### src/rtl/pwm_led_bank.sv
// pwm_led_bank: N-channel PWM LED driver on a byte-wide register bus with prescaler and period-latched duty.
// Optional PWM_LED_FADE_EN: active duties step one count per period toward the written value (NCH <= 5).
module pwm_led_bank #(
  parameter int NCH     = 3,
  parameter int WIDTH   = 8,
  parameter int PRESC_W = 8
) (
  input  logic             clk,
  input  logic             rst_n,
  input  logic             rd_en,
  input  logic [4:0]       addr,
  output logic [WIDTH-1:0] rd_data,
  output logic             rd_valid,
  input  logic             wr_en,
  input  logic [WIDTH-1:0] wr_data,
  output logic [NCH-1:0]   led
);
  localparam logic [WIDTH-1:0] FULL      = '1;
  localparam logic [2:0]       IDX_CTRL  = 3'd6;
  localparam logic [2:0]       IDX_PRESC = 3'd7;
`ifdef PWM_LED_FADE_EN
  localparam logic [2:0]       IDX_STAT  = 3'd5;
`endif

  logic [WIDTH-1:0]   shadow [NCH];
  logic [WIDTH-1:0]   active [NCH];
  logic               en;
  logic               inv;
  logic [PRESC_W-1:0] presc;
  logic [PRESC_W-1:0] psc_cnt;
  logic [WIDTH-1:0]   cnt;
  logic [2:0]         idx;
  logic               aligned;
  logic               tick;
  logic               period_start;
  logic [NCH-1:0]     raw;
  logic [WIDTH-1:0]   rd_mux;

  assign idx     = addr[4:2];
  assign aligned = (addr[1:0] == 2'b00);
  // ">=" rather than "==" so a presc write below the running count wraps on the next cycle
  assign tick         = en && (psc_cnt >= presc);
  assign period_start = tick && (cnt == FULL);

  always_comb begin
    raw = '0;
    for (int i = 0; i < NCH; i++) begin
      raw[i] = (active[i] == FULL) || (cnt < active[i]);
    end
  end

`ifdef PWM_LED_FADE_EN
  logic [NCH-1:0] fading;
  always_comb begin
    fading = '0;
    for (int i = 0; i < NCH; i++) begin
      fading[i] = (active[i] != shadow[i]);
    end
  end
`endif

  always_comb begin
    rd_mux = '0;
    if (aligned) begin
      for (int i = 0; i < NCH; i++) begin
        if (idx == 3'(i)) rd_mux = shadow[i];
      end
`ifdef PWM_LED_FADE_EN
      if (idx == IDX_STAT) rd_mux = WIDTH'(fading);
`endif
      if (idx == IDX_CTRL)  rd_mux = {{(WIDTH-2){1'b0}}, inv, en};
      if (idx == IDX_PRESC) rd_mux = WIDTH'(presc);
    end
  end

  always_ff @(posedge clk or negedge rst_n) begin
    if (!rst_n) begin
      for (int i = 0; i < NCH; i++) shadow[i] <= '0;
      en       <= 1'b1;
      inv      <= 1'b0;
      presc    <= '0;
      rd_data  <= '0;
      rd_valid <= 1'b0;
    end else begin
      rd_valid <= rd_en;
      if (rd_en) rd_data <= rd_mux;
      if (wr_en && aligned) begin
        for (int i = 0; i < NCH; i++) begin
          if (idx == 3'(i)) shadow[i] <= wr_data;
        end
        if (idx == IDX_CTRL) begin
          en  <= wr_data[0];
          inv <= wr_data[1];
        end
        if (idx == IDX_PRESC) presc <= PRESC_W'(wr_data);
      end
    end
  end

  always_ff @(posedge clk or negedge rst_n) begin
    if (!rst_n) begin
      psc_cnt <= '0;
      cnt     <= '0;
    end else if (tick) begin
      psc_cnt <= '0;
      cnt     <= cnt + WIDTH'(1);
    end else if (en) begin
      psc_cnt <= psc_cnt + PRESC_W'(1);
    end
  end

  // Shadow write and period start on the same edge: the old shadow is taken here
  always_ff @(posedge clk or negedge rst_n) begin
    if (!rst_n) begin
      for (int i = 0; i < NCH; i++) active[i] <= '0;
    end else if (period_start) begin
      for (int i = 0; i < NCH; i++) begin
`ifdef PWM_LED_FADE_EN
        if (active[i] < shadow[i])      active[i] <= active[i] + WIDTH'(1);
        else if (active[i] > shadow[i]) active[i] <= active[i] - WIDTH'(1);
`else
        active[i] <= shadow[i];
`endif
      end
    end
  end

  always_ff @(posedge clk or negedge rst_n) begin
    if (!rst_n) led <= '0;
    else        led <= en ? (raw ^ {NCH{inv}}) : {NCH{inv}};
  end

endmodule

### config.mk
export PLATFORM = sky130hd
export DESIGN_NAME = pwm_led_bank
export DESIGN_NICKNAME = d
export VERILOG_FILES = /design/src/rtl/pwm_led_bank.sv
export SDC_FILE = /design/constraint.sdc
export NUM_CORES = 1
export LEC_CHECK = 0
export ABC_AREA = 0
export BUFFER_PORTS_ARGS = -buffer_cell sky130_fd_sc_hd__buf_2
export CELL_PAD_IN_SITES_DETAIL_PLACEMENT = 0
export CELL_PAD_IN_SITES_GLOBAL_PLACEMENT = 1
export CORE_MARGIN = 4
export CORE_UTILIZATION = 49
export CTS_CLUSTER_DIAMETER = 60
export DETAILED_ROUTE_END_ITERATION = 12
export GPL_TIMING_DRIVEN = 1
export PLACE_DENSITY = 0.89
export SLEW_MARGIN = 20
export SYNTH_ARGS = -nofsm -noshare
export SYNTH_HDL_FRONTEND = slang
export SYNTH_SLANG_ARGS = --single-unit
### constraint.sdc
create_clock -name clk -period 3.3 [get_ports clk]
set_input_delay 0.66 -clock clk [delete_from_list [all_inputs] [get_ports clk]]
set_output_delay 0.66 -clock clk [all_outputs]
set_load 0.01 [all_outputs]
Yosys cells after proc, flatten, opt, wreduce, memory -nomap -nowiden
Cells that the tools add are included.
{ "totals": {"register_bits": 86, "in_bits": 17, "output_inout_bits": 12, "word_cells": 52} }
{ "op_classes": {"add_sub_neg": 2, "n_lt_le_gt_ge": 4, "n_eq_ne": 8, "muxes": 9, "n_bitwise": 1, "reduce_logical": 14} }
{ "ops": {"columns": ["operator", "n"], "rows": [
  ["$mux 8", 8],
  ["$eq 8x8->1 const B", 4],
  ["$lt 8x8->1", 3],
  ["$add 8x1->8 const B", 2],
  ["$reduce_and 2->1", 5],
  ["$ge 8x8->1", 1],
  ["$eq 3x3->1 const B", 2],
  ["$eq 3x1->1 const B", 1],
  ["$eq 3x2->1 const B", 1],
  ["$logic_and 1x1->1", 3],
  ["$logic_not 3->1", 1],
  ["$logic_or 1x1->1", 3],
  ["$mux 3", 1],
  ["$xor 3x3->3", 1],
  ["$logic_not 2->1", 1],
  ["$reduce_bool 2->1", 1]
]} }

Logic depth before layout (Yosys ltp)
{ "logic_depth": {"depth_word": 7, "depth_mapped": 9, "mapped_depth_nobuf": 7} }

Worst setup path after synthesis
Ideal clock, no wire load.
{ "synth_path": {"path_type": "reg-to-reg", "startpoint": "register psc_cnt[0]", "endpoint": "register active[10] in the netlist's numbering", "setup_ns": 0.125, "arrival_time_ns": 2.236, "t_required_ns": 3.175, "slack_ns": 0.939, "stages_incl_launch_ff": 10, "path_buffers": 2, "period_less_slack_ns": 2.361, "cell_sequence": "dfrtp_1 > inv_1 > ha_1 > nand2b_1 > a2111o_1 > and3_1 > o2111a_1 > buf_6 > buf_12 > mux2_4"} }
{ "synth_between": {"elab_chain_cells": 3} }
{ "synth_rtl": {"columns": ["element", "line_no", "rtl"], "rows": [
  ["start: declaration", "30", "logic [PRESC_W-1:0] psc_cnt;"],
  ["start signal: assignment", "108", "psc_cnt <= psc_cnt + PRESC_W'(1);"],
  ["$ge 8x8->1", "42", "assign tick = en && (psc_cnt >= presc);"],
  ["$logic_and 1x1->1", "42", null],
  ["$logic_and 1x1->1", "43", "assign period_start = tick && (cnt == FULL);"],
  ["end signal: indexed assignment", "122", "active[i] <= shadow[i];"],
  ["end: declaration", "26", "logic [WIDTH-1:0] active [NCH];"]
]} }
Every way passes these cells.
A chain may end at the register's enable or synchronous reset.

Worst setup path in the final report
{ "layout_path": {"startpoint": "register psc_cnt[0]", "endpoint": "register active[17] in the netlist's numbering"} }
The elaborated chain is that of the path after synthesis.

==> metrics.cfg <==
[status]
outcome = completed

[logic_synthesis]
yosys_warnings = 0
syn_inst = 391
syn_nets = 439
syn_avg_cell_area_sq_um = 11.6
ys_ff_latch = 86
ys_seq_area_share_pct = 47.4
synth_cell_types = 39
yosysTopAreaCell = dfrtp_1
syn_area_sq_um = 4540
yosys-top-cells-area = dfrtp_1 47%, mux2_2 10%, ha_1 8.5%, mux2_4 6.6%, inv_1 4.1%
netlist.area_leader.share_pct = 46.8

[global_routing]
grt_pass1_vias = 3183
gr-total-overflow = 0
grt_max_degree = 87
track_usage_pct = 18.6
antenna_found_initial = 0
grt_pass1_wl_microns = 16100

[timing]
hold_slack_ns = 0.355
setup_tns_ns = 0
finalSetupViolCount = 0
finalCriticalPeriod_ns = 2.50
drv_slew = 0
max_clock_freq_mhz = 400
slew_headroom_pct = 49.3
fin_skew_ns = 0.0128
rsz0062_at_grt = no
fin_crit_sh_pct = 75.7
finalHoldViolations = 0
timing_worst_slew_pin_value_ns = 0.760

[critical_path]
critPathTopFamily = compound AO/OA/AOI/OAI gates
startpoint_type = flip-flop
cp.required_ns = 3.53
path_class = flip-flop to flip-flop
path_max_fanout = 24
cp.arrival_ns = 2.73
end_kind = flip-flop
critPathBufInv = 2
crit_chain = inv_1 > ha_1 > nand2b_1 > a2111o_1 > and3_1 > o2111a_1 > buf_4 > mux2_4
crit_slowest_cell = a2111o_1
worst_path_largest_cell_delay_ns = 0.45

[power_and_ir_drop]
intPower_uw = 1800
cellLeakagePower_uw = 0.00232
power.total_uw = 2650
power_density_nw_per_um2 = 537
p_clk_share_pct = 26.0
ir_worst_vdd_uv = 298
share_comb_of_total_power_pct = 22.3
seqPwrFrac_pct = 51.8
switching_share_pct = 32.1
p_sw_uw = 852

[layout]
area_growth_syn_to_layout_pct = 8.71
drive_above_1_share_pct = 25.1
fin_nets = 469
fillers = 775
layout.cells.non_filler = 534
antenna_cells = 0
utilization_pct = 55.8

[floorplan]
rows = 34
fp.dieW_microns = 104
core_area_sq_um = 8850
dieArea_sq_um = 10900
die_h_microns = 104
start_util_pct = 51.3
pin_count = 29

[cts]
cts_resized = 0
cts_buffer_depth = 2
cts_inserted_buffers = 9
clk_pin_slew_ns = 0.09
root_buffer = clkbuf_8
ctsHoldBuffers = 0
clkLatencyLatePin_ns = 0.35
tritoncts = yes
htree_levels = 3
cts_setup_buffers = 0
cts_sinks = 86

[place]
dp_cells = 518
place_hpwl_microns = 6970
gp_congestion = 0.847
portBuffers = 28

[hold_path]
holdCritPathClass = input port to async pin

[detailed_routing]
first_iter_violations = 146
vias = 3038
drc = 0
drt_first_pass_iters = 4
drt_wl_total_microns = 9440
viasPerCell = 5.69
antenna_left = 0
wl_per_cell_microns = 17.7

[run]
drv_cap = 0

logic make-up (layout without fill, tap and decap cells):
group                    after synthesis  count (layout)  share of synthesized area (%)
buffers and inverters                 59              94                           5.76
XOR/XNOR                              13              13                           2.51
adder cells (fa/ha/maj)               31              31                           8.54
AO/OA/AOI/OAI                         58              58                           8.98
AND/OR/NAND/NOR                       77              77                           8.68
flip-flops                            86              86                           47.4
multiplexers                          67              67                           18.1
synth_stat cells:
master	instances
nor2b_1	1
dfrtp_1	85
buf_12	2
nand2b_1	5
mux2_4	20
o32ai_1	2
clkbuf_1	5
nand2_1	12
a2111o_1	1
a22o_1	2
o2111a_1	1
and4_1	4
o22ai_1	6
and2_1	3
nand3_1	8
buf_6	1
mux2_2	41
a21oi_1	11
inv_1	49
xor2_1	7
a221oi_1	4
buf_1	2
xnor2_1	6
o311a_1	3
ha_1	31
a2111oi_0	3
nor4_1	1
dfstp_2	1
a31oi_1	1
nor2_1	19
a21boi_0	1
nand3b_1	1
nor3_1	9
and3_1	4
a2bb2oi_1	7
o21ai_0	15
mux2i_1	6
nand4_1	10
a32oi_2	1
power by group through the flow:
stage | Combinational, uW | Clock [uW] | Sequential (uW)
floorplan | 434 | 0 | 1340
global placement | 570 | 0 | 1380
detailed placement | 596 | 0 | 1390
CTS | 599 | 713 | 1370
global route | 691 | 757 | 1400
finish | 591 | 689 | 1370
final cells by class:
cell class	instances	area (sq um)	area share, %
sequential	86	2150	43.6
inverter	49	184	3.73
clock buffer	11	141	2.86
timing repair buffer	29	154	3.12
multi-input combinational	246	2130	43.1
tap	108	135	2.74
clock inverter	5	42.5	0.862
final timing paths:
| path | endpoint | cells after the start | from | slack, ns |
|---|---|---|---|---|
| hold / removal | shadow[7]$_DFFE_PN0P_ | 1 | rst_n | 0.35 |
| hold reg to reg | rd_data[3]$_DFFE_PN0P_ | 2 | rd_data[3]$_DFFE_PN0P_ | 0.53 |
| setup / recovery | active[17]$_DFFE_PN0P_ | 8 | psc_cnt[0]$_DFFE_PN0P_ | 0.80 |
| max in group asynchronous | led[0]$_DFF_PN0_ | 1 | rst_n | 2.43 |
| setup reg to reg | active[17]$_DFFE_PN0P_ | 8 | psc_cnt[0]$_DFFE_PN0P_ | 0.80 |
| min in group clk | rd_valid$_DFF_PN0_ | 1 | rd_en | 0.52 |
worst reg2reg max path, stage by stage, from the launching register on:
cell	delay [ns]
dfrtp_1	0.42
inv_1	0.13
ha_1	0.24
nand2b_1	0.14
a2111o_1	0.45
and3_1	0.20
o2111a_1	0.23
buf_4	0.26
mux2_4	0.34
state kept, by name, summed over array words and instances (netlist names):
name      cells
rd_valid      1
inv           1
rd_data       8
cnt           8
shadow       24
psc_cnt       8
led           3
presc         8
en            1
active       24
layout by cell type (no fill, tap or decap), types with 2 or more instances in the layout:
master,count
dfrtp_1,85
inv_1,49
mux2_2,41
ha_1,31
buf_2,27
mux2_4,20
nor2_1,19
o21ai_0,15
nand2_1,12
a21oi_1,11
nand4_1,10
clkbuf_8,10
nor3_1,9
nand3_1,8
a2bb2oi_1,7
xor2_1,7
xnor2_1,6
mux2i_1,6
o22ai_1,6
nand2b_1,5
and4_1,4
and3_1,4
a221oi_1,4
a2111oi_0,3
o311a_1,3
and2_1,3
a22o_1,2
o32ai_1,2
clkinv_4,2
stage by stage:
step,worst slack (ns),instance area [sq um]
after CTS,0.787,4930
after global placement,0.862,4750
after global routing,0.654,4940
after floorplan,0.939,4540
final,0.801,4940
after detailed placement,0.812,4750
layer usage:
metal	GRT usage [%]	part of all wire, %	vias up
met5	0	0	-
met4	6.08	2.1	0
li1	-	-	1461
met2	29.8	49	62
met1	24.6	45	1498
met3	4.78	4.3	17
Power figures use the tool's default switching activity.
